`config.mk`:
```
export PLATFORM = sky130hd
export DESIGN_NAME = mds_inv_stream
export DESIGN_NICKNAME = d
export VERILOG_FILES = /design/src/rtl/mds_gf16_pkg.sv /design/src/rtl/mds_inv_core.sv /design/src/rtl/mds_inv_stream.sv
export SDC_FILE = /design/constraint.sdc
export NUM_CORES = 1
export LEC_CHECK = 0
export CORE_MARGIN = 2
export CORE_UTILIZATION = 35
export CTS_CLUSTER_DIAMETER = 200
export DETAILED_ROUTE_END_ITERATION = 8
export GPL_TIMING_DRIVEN = 0
export SETUP_SLACK_MARGIN = 0.1
export SLEW_MARGIN = 20
export SYNTH_ARGS = -nofsm -noshare
export SYNTH_HDL_FRONTEND = slang
export SYNTH_SLANG_ARGS = --single-unit
export TNS_END_PERCENT = 20
```
`constraint.sdc`:
```
create_clock -name CLK -period 2.3 [get_ports CLK]
set_clock_uncertainty 0.1 [all_clocks]
set_input_delay 0.23 -clock CLK [delete_from_list [all_inputs] [get_ports CLK]]
set_output_delay 0.23 -clock CLK [all_outputs]
set_load 0.02 [all_outputs]
```
`src/rtl/mds_gf16_pkg.sv`:
```
// GF(2^4) arithmetic (poly x^4+x+1) and the byte-wide MDS mixing map and its inverse.
package mds_gf16_pkg;

  typedef logic [3:0] nibble_t;

  localparam nibble_t     GF16_POLY = 4'h3;
  localparam int unsigned BUF_DEPTH = 2;

  function automatic nibble_t gf16_mul2(input nibble_t x);
    return {x[2:0], 1'b0} ^ (x[3] ? GF16_POLY : 4'h0);
  endfunction

  function automatic nibble_t gf16_mul5(input nibble_t x);
    return gf16_mul2(gf16_mul2(x)) ^ x;
  endfunction

  // {a,b} -> {5a ^ 2b, 2a ^ b}
  function automatic logic [7:0] mds_fwd(input logic [7:0] v);
    nibble_t a;
    nibble_t b;
    a = v[7:4];
    b = v[3:0];
    return {gf16_mul5(a) ^ gf16_mul2(b), gf16_mul2(a) ^ b};
  endfunction

  // {H,L} -> {H ^ 2L, 2H ^ 5L}
  function automatic logic [7:0] mds_inv(input logic [7:0] v);
    nibble_t h;
    nibble_t l;
    h = v[7:4];
    l = v[3:0];
    return {h ^ gf16_mul2(l), gf16_mul2(h) ^ gf16_mul5(l)};
  endfunction

endpackage

```
`src/rtl/mds_inv_core.sv`:
```
// Combinational byte-wide inverse MDS transform.
module mds_inv_core
  import mds_gf16_pkg::*;
(
  input  logic [7:0] din,
  output logic [7:0] dout_c
);

  assign dout_c = mds_inv(din);

endmodule

```
`src/rtl/mds_inv_stream.sv`:
```
// Streaming inverse MDS with valid/ready handshake, optional raw-byte stage, 2-entry output
// buffer and delivered-byte counter. Optional self-check: define MDS_INV_SELFCHECK_EN.
module mds_inv_stream
  import mds_gf16_pkg::*;
#(
  parameter int unsigned PIPE_STAGES = 1,
  parameter int unsigned CNT_W       = 16
) (
  input  logic             CLK,
  input  logic             RST_N,
  input  logic             IN_VALID,
  output logic             IN_READY,
  input  logic [7:0]       D_IN,
  output logic             OUT_VALID,
  input  logic             OUT_READY,
  output logic [7:0]       D_OUT,
  output logic [CNT_W-1:0] BYTE_CNT,
  output logic             SELF_ERR
);

  localparam int unsigned OCC_W = 3;
  // Slots that can hold a byte: the output buffer plus any raw-byte stage ahead of it.
  localparam int unsigned CAP   = BUF_DEPTH + PIPE_STAGES - 1;

  logic [1:0]       cnt_q, cnt_d;
  logic [7:0]       head_d, tail_q, tail_d;
  logic             in_fire_c, pop_c, buf_room_c, up_v_c, push_c;
  logic [7:0]       core_in_c, core_out_c;
  logic [OCC_W-1:0] inflight_next_c;

  assign in_fire_c  = IN_VALID & IN_READY;
  assign pop_c      = OUT_VALID & OUT_READY;
  assign buf_room_c = (cnt_q != 2'd2) | pop_c;
  assign push_c     = up_v_c & buf_room_c;

  generate
    if (PIPE_STAGES == 2) begin : g_stage2
      logic       s_v_q;
      logic [7:0] s_d_q;
      logic       s_rdy_c;

      assign s_rdy_c = ~s_v_q | buf_room_c;

      // Raw-byte stage; the transform sits between this register and the buffer.
      always_ff @(posedge CLK or negedge RST_N) begin
        if (!RST_N) begin
          s_v_q <= 1'b0;
          s_d_q <= 8'h00;
        end else if (s_rdy_c) begin
          s_v_q <= in_fire_c;
          if (in_fire_c) s_d_q <= D_IN;
        end
      end

      assign up_v_c          = s_v_q;
      assign core_in_c       = s_d_q;
      assign inflight_next_c = OCC_W'(s_rdy_c ? in_fire_c : s_v_q);
    end else begin : g_stage1
      assign up_v_c          = in_fire_c;
      assign core_in_c       = D_IN;
      assign inflight_next_c = '0;
    end
  endgenerate

  mds_inv_core u_core (
    .din    (core_in_c),
    .dout_c (core_out_c)
  );

  // Output buffer: D_OUT is the head register, so it holds its value whenever nothing pops.
  always_comb begin
    cnt_d  = cnt_q;
    head_d = D_OUT;
    tail_d = tail_q;
    case ({push_c, pop_c})
      2'b10: begin
        cnt_d = cnt_q + 2'd1;
        if (cnt_q == 2'd0) head_d = core_out_c;
        else               tail_d = core_out_c;
      end
      2'b01: begin
        cnt_d = cnt_q - 2'd1;
        if (cnt_q == 2'd2) head_d = tail_q;
      end
      2'b11: begin
        if (cnt_q == 2'd1) begin
          head_d = core_out_c;
        end else begin
          head_d = tail_q;
          tail_d = core_out_c;
        end
      end
      default: ;
    endcase
  end

  always_ff @(posedge CLK or negedge RST_N) begin
    if (!RST_N) begin
      cnt_q     <= 2'd0;
      D_OUT     <= 8'h00;
      tail_q    <= 8'h00;
      OUT_VALID <= 1'b0;
      IN_READY  <= 1'b0;
      BYTE_CNT  <= '0;
    end else begin
      cnt_q     <= cnt_d;
      D_OUT     <= head_d;
      tail_q    <= tail_d;
      OUT_VALID <= (cnt_d != 2'd0);
      // Ready only if one more accept next cycle still fits even with no pop.
      IN_READY  <= (OCC_W'(cnt_d) + inflight_next_c) < OCC_W'(CAP);
      if (pop_c) BYTE_CNT <= BYTE_CNT + CNT_W'(1);
    end
  end

`ifdef MDS_INV_SELFCHECK_EN
  logic [7:0] orig_head_q, orig_head_d, orig_tail_q, orig_tail_d;
  logic       self_err_q;

  // Original input bytes travel in lockstep with their results.
  always_comb begin
    orig_head_d = orig_head_q;
    orig_tail_d = orig_tail_q;
    case ({push_c, pop_c})
      2'b10: begin
        if (cnt_q == 2'd0) orig_head_d = core_in_c;
        else               orig_tail_d = core_in_c;
      end
      2'b01: begin
        if (cnt_q == 2'd2) orig_head_d = orig_tail_q;
      end
      2'b11: begin
        if (cnt_q == 2'd1) begin
          orig_head_d = core_in_c;
        end else begin
          orig_head_d = orig_tail_q;
          orig_tail_d = core_in_c;
        end
      end
      default: ;
    endcase
  end

  always_ff @(posedge CLK or negedge RST_N) begin
    if (!RST_N) begin
      orig_head_q <= 8'h00;
      orig_tail_q <= 8'h00;
      self_err_q  <= 1'b0;
    end else begin
      orig_head_q <= orig_head_d;
      orig_tail_q <= orig_tail_d;
      if (pop_c && (mds_fwd(D_OUT) != orig_head_q)) self_err_q <= 1'b1;
    end
  end

  assign SELF_ERR = self_err_q;
`else
  assign SELF_ERR = 1'b0;
`endif

endmodule
```
==> results.yml, run 1 <==
status:
  status: "completed"
timing:
  hold_ws_ns: 0.2959
  finalSetupViolCount: 0
  period_minus_slack_ns: 1.994
  tns_ns: 0
  max_freq_mhz: 501.5
  finalHoldViolCount: 0
  slew_viol_final: 0
  fin_ws_ns: 0.3060
  rsz0062_at_grt: "false"
  finalCritPeriodShare: 0.8670
floorplan:
  coreArea_um2: 4817
  die-area_um2: 5666
  ios: 39
  start_util: 0.3691
  die_w_um: 75.28
  rows: 25
  die_h_um: 75.28
placed_design:
  gp_congestion: 0.7921
  hpwl_um: 2878
  dp_slack_ns: 0.2346
  port_buffers: 37
  place_inst: 267
yosys:
  async_flop_share: 1.000
  ys.flop_type: "dfrtp_1"
  synth.area.top_cells: "dfrtp_1 51%, xnor2_1 6.9%, nand2_1 4.9%, xnor3_1 3.8%, ha_1 2.8%"
  syn-mean-instance-area_um2: 10.98
  synth.distinct_cells: 40
  netlist.area_leader.share: 0.5067
  syn_inst: 162
  ys_seq_area_frac: 0.5067
  synth_edf_count: 0
  synth_nets: 178
  synthesis.area_um2: 1778
  ys_warn_count: 0
  yosysTopAreaCell: "dfrtp_1"
  ys_ff_latch: 36
routing:
  viasPerCell: 4.815
  drt_iter0_drc: 53
  wl_um: 3664
  first_pass_iters: 4
  drc: 0
  wl_per_cell_um: 13.28
  via_count: 1329
  ant_nets: 0
flow_run:
  maxCapViolCount: 0
clock_network:
  cts_tree: "built"
  root_buffer: "clkbuf_8"
  cts_resized: 0
  cts_buffers: 5
  cts.clk_slew.worst_paths_ns: 0.07
  clock_latency_ns: 0.29
  post_cts_buffers: 0
  clockBufferDepth: 2
  hold_buffers: 1
  cts_htree_levels: 2
  cts_sinks: 36
cells_and_area:
  mostFrequentLayoutCells: "36 x dfrtp_1, 36 x clkdlybuf4s50_1, 23 x nand2_1"
  fillers: 475
  area_growth_pct: 33.43
  layoutNonFillerInstCount: 276
  antenna_cells: 0
  nNetsFinal: 224
  drive_gt1_frac: 0.09091
worst_setup_path:
  end_kind: "register"
  r2r_start: "cnt_q[1]"
  startpoint_type: "register"
  rr_endpoint: "tail_q[4]"
  arrival_ns: 2.04
  reg2reg_slack_ns: 0.31
  crit_required_ns: 2.35
  critPathMaxFanout: 10
  critPathKind: "reg -> reg"
  rr_worst_depth: 6
global_routing:
  grt_overflow: 0
  grtUsageTotal: 0.1455
  grt_pass1_wl_um: 6078
  grt_max_degree: 23
  grt_pass1_vias: 1295
  antenna_found_initial: 0
power:
  p_leak_nw: 1.077
  total_power_mw: 2.771
  power_density_nw_per_um2: 1168
  ir_drop_mv: 0.6335
worst_hold_path:
  hold_class: "in -> async"
layer usage:
layer  track usage  vias to the layer above  routed length (um)
li1              -                      652                   -
met1        0.1791                      654                1619
met2        0.2456                       18                1881
met3       0.04016                        5                 119
met4       0.05263                        0                  43
met5             0                        -                   0
cells by family after synthesis:
kind of cell	count (synthesis)	share of synthesized area
AOI/OAI and AO/OA	29	0.1006
other	1	0.002109
adders and majority gates	4	0.02815
xor gates and xnor gates	24	0.1541
buffers and inverters	6	0.01619
muxes	6	0.03659
DFF	36	0.5067
and+or+nand+nor	56	0.1555
worst max-delay path, cell delays in order, from the launching register on:
cell and delay [ns]:
dfrtp_1 0.43, inv_1 0.12, ha_1 0.18, and3b_1 0.18, o21ai_1 0.35, clkbuf_1 0.34
o21ai_0 0.16
per-stage QoR:
step / area [um2] / utilization
after floorplan: 1778 / -
after global placement: 2232 / 0.4634
after detailed placement: 2255 / 0.4681
after CTS: 2372 / 0.4925
after global routing: 2372 / 0.4925
final: 2372 / 0.4925
cell type report:
cell class	count	area, um2	area share
Multi-Input combinational cell	120	848.3	0.3576
Sequential cell	36	900.9	0.3797
Buffer	4	21.27	0.008966
Tap cell	67	83.83	0.03534
Clock inverter	2	35.03	0.01477
Timing Repair Buffer	39	402.9	0.1698
Clock buffer	6	72.57	0.03059
Inverter	2	7.507	0.003165
worst max-delay path by stage:
stage,startpoint,endpoint,slack [ns]
6_report,cnt_q[1],tail_q[4],0.31
3_3_place_gp,RST_N,BYTE_CNT[15],0.12
5_1_grt,cnt_q[1],tail_q[6],0.12
4_1_cts,cnt_q[1],tail_q[4],0.30
2_1_floorplan,cnt_q[1],tail_q[3],0.60
3_5_place_dp,OUT_READY,D_OUT[1],0.23
synthesized netlist by cell type, drive strengths merged, types with 2 or more instances:
| cell | n |
|---|---|
| nor3 | 3 |
| nand3 | 6 |
| and3 | 3 |
| nand2 | 23 |
| buf | 3 |
| mux2i | 2 |
| mux2 | 4 |
| nor4 | 2 |
| nand4 | 3 |
| dfrtp | 36 |
| ha | 4 |
| a21oi | 8 |
| o21ai | 12 |
| xnor3 | 3 |
| inv | 2 |
| and2 | 2 |
| xnor2 | 14 |
| xor2 | 6 |
| nor2 | 11 |
where the power goes:
group          total [mW]  switching [mW]  internal, mW
sequential           1.04           0.183         0.856
combinational        1.19           0.617         0.568
clock               0.545           0.224         0.322
registers in the layout, summed over array words and instances, names as in the netlist:
name	count
BYTE_CNT	16
D_OUT	8
tail_q	8
cnt_q	2
IN_READY	1
OUT_VALID	1
No activity file was read; power rests on OpenSTA's default activity.
==> run 2: changes to the inputs <==
Settings changed: HOLD_SLACK_MARGIN from default to 0.12.
==> results of run 2 <==
The final DEF is identical to that of run 1; final timing and power are the same.
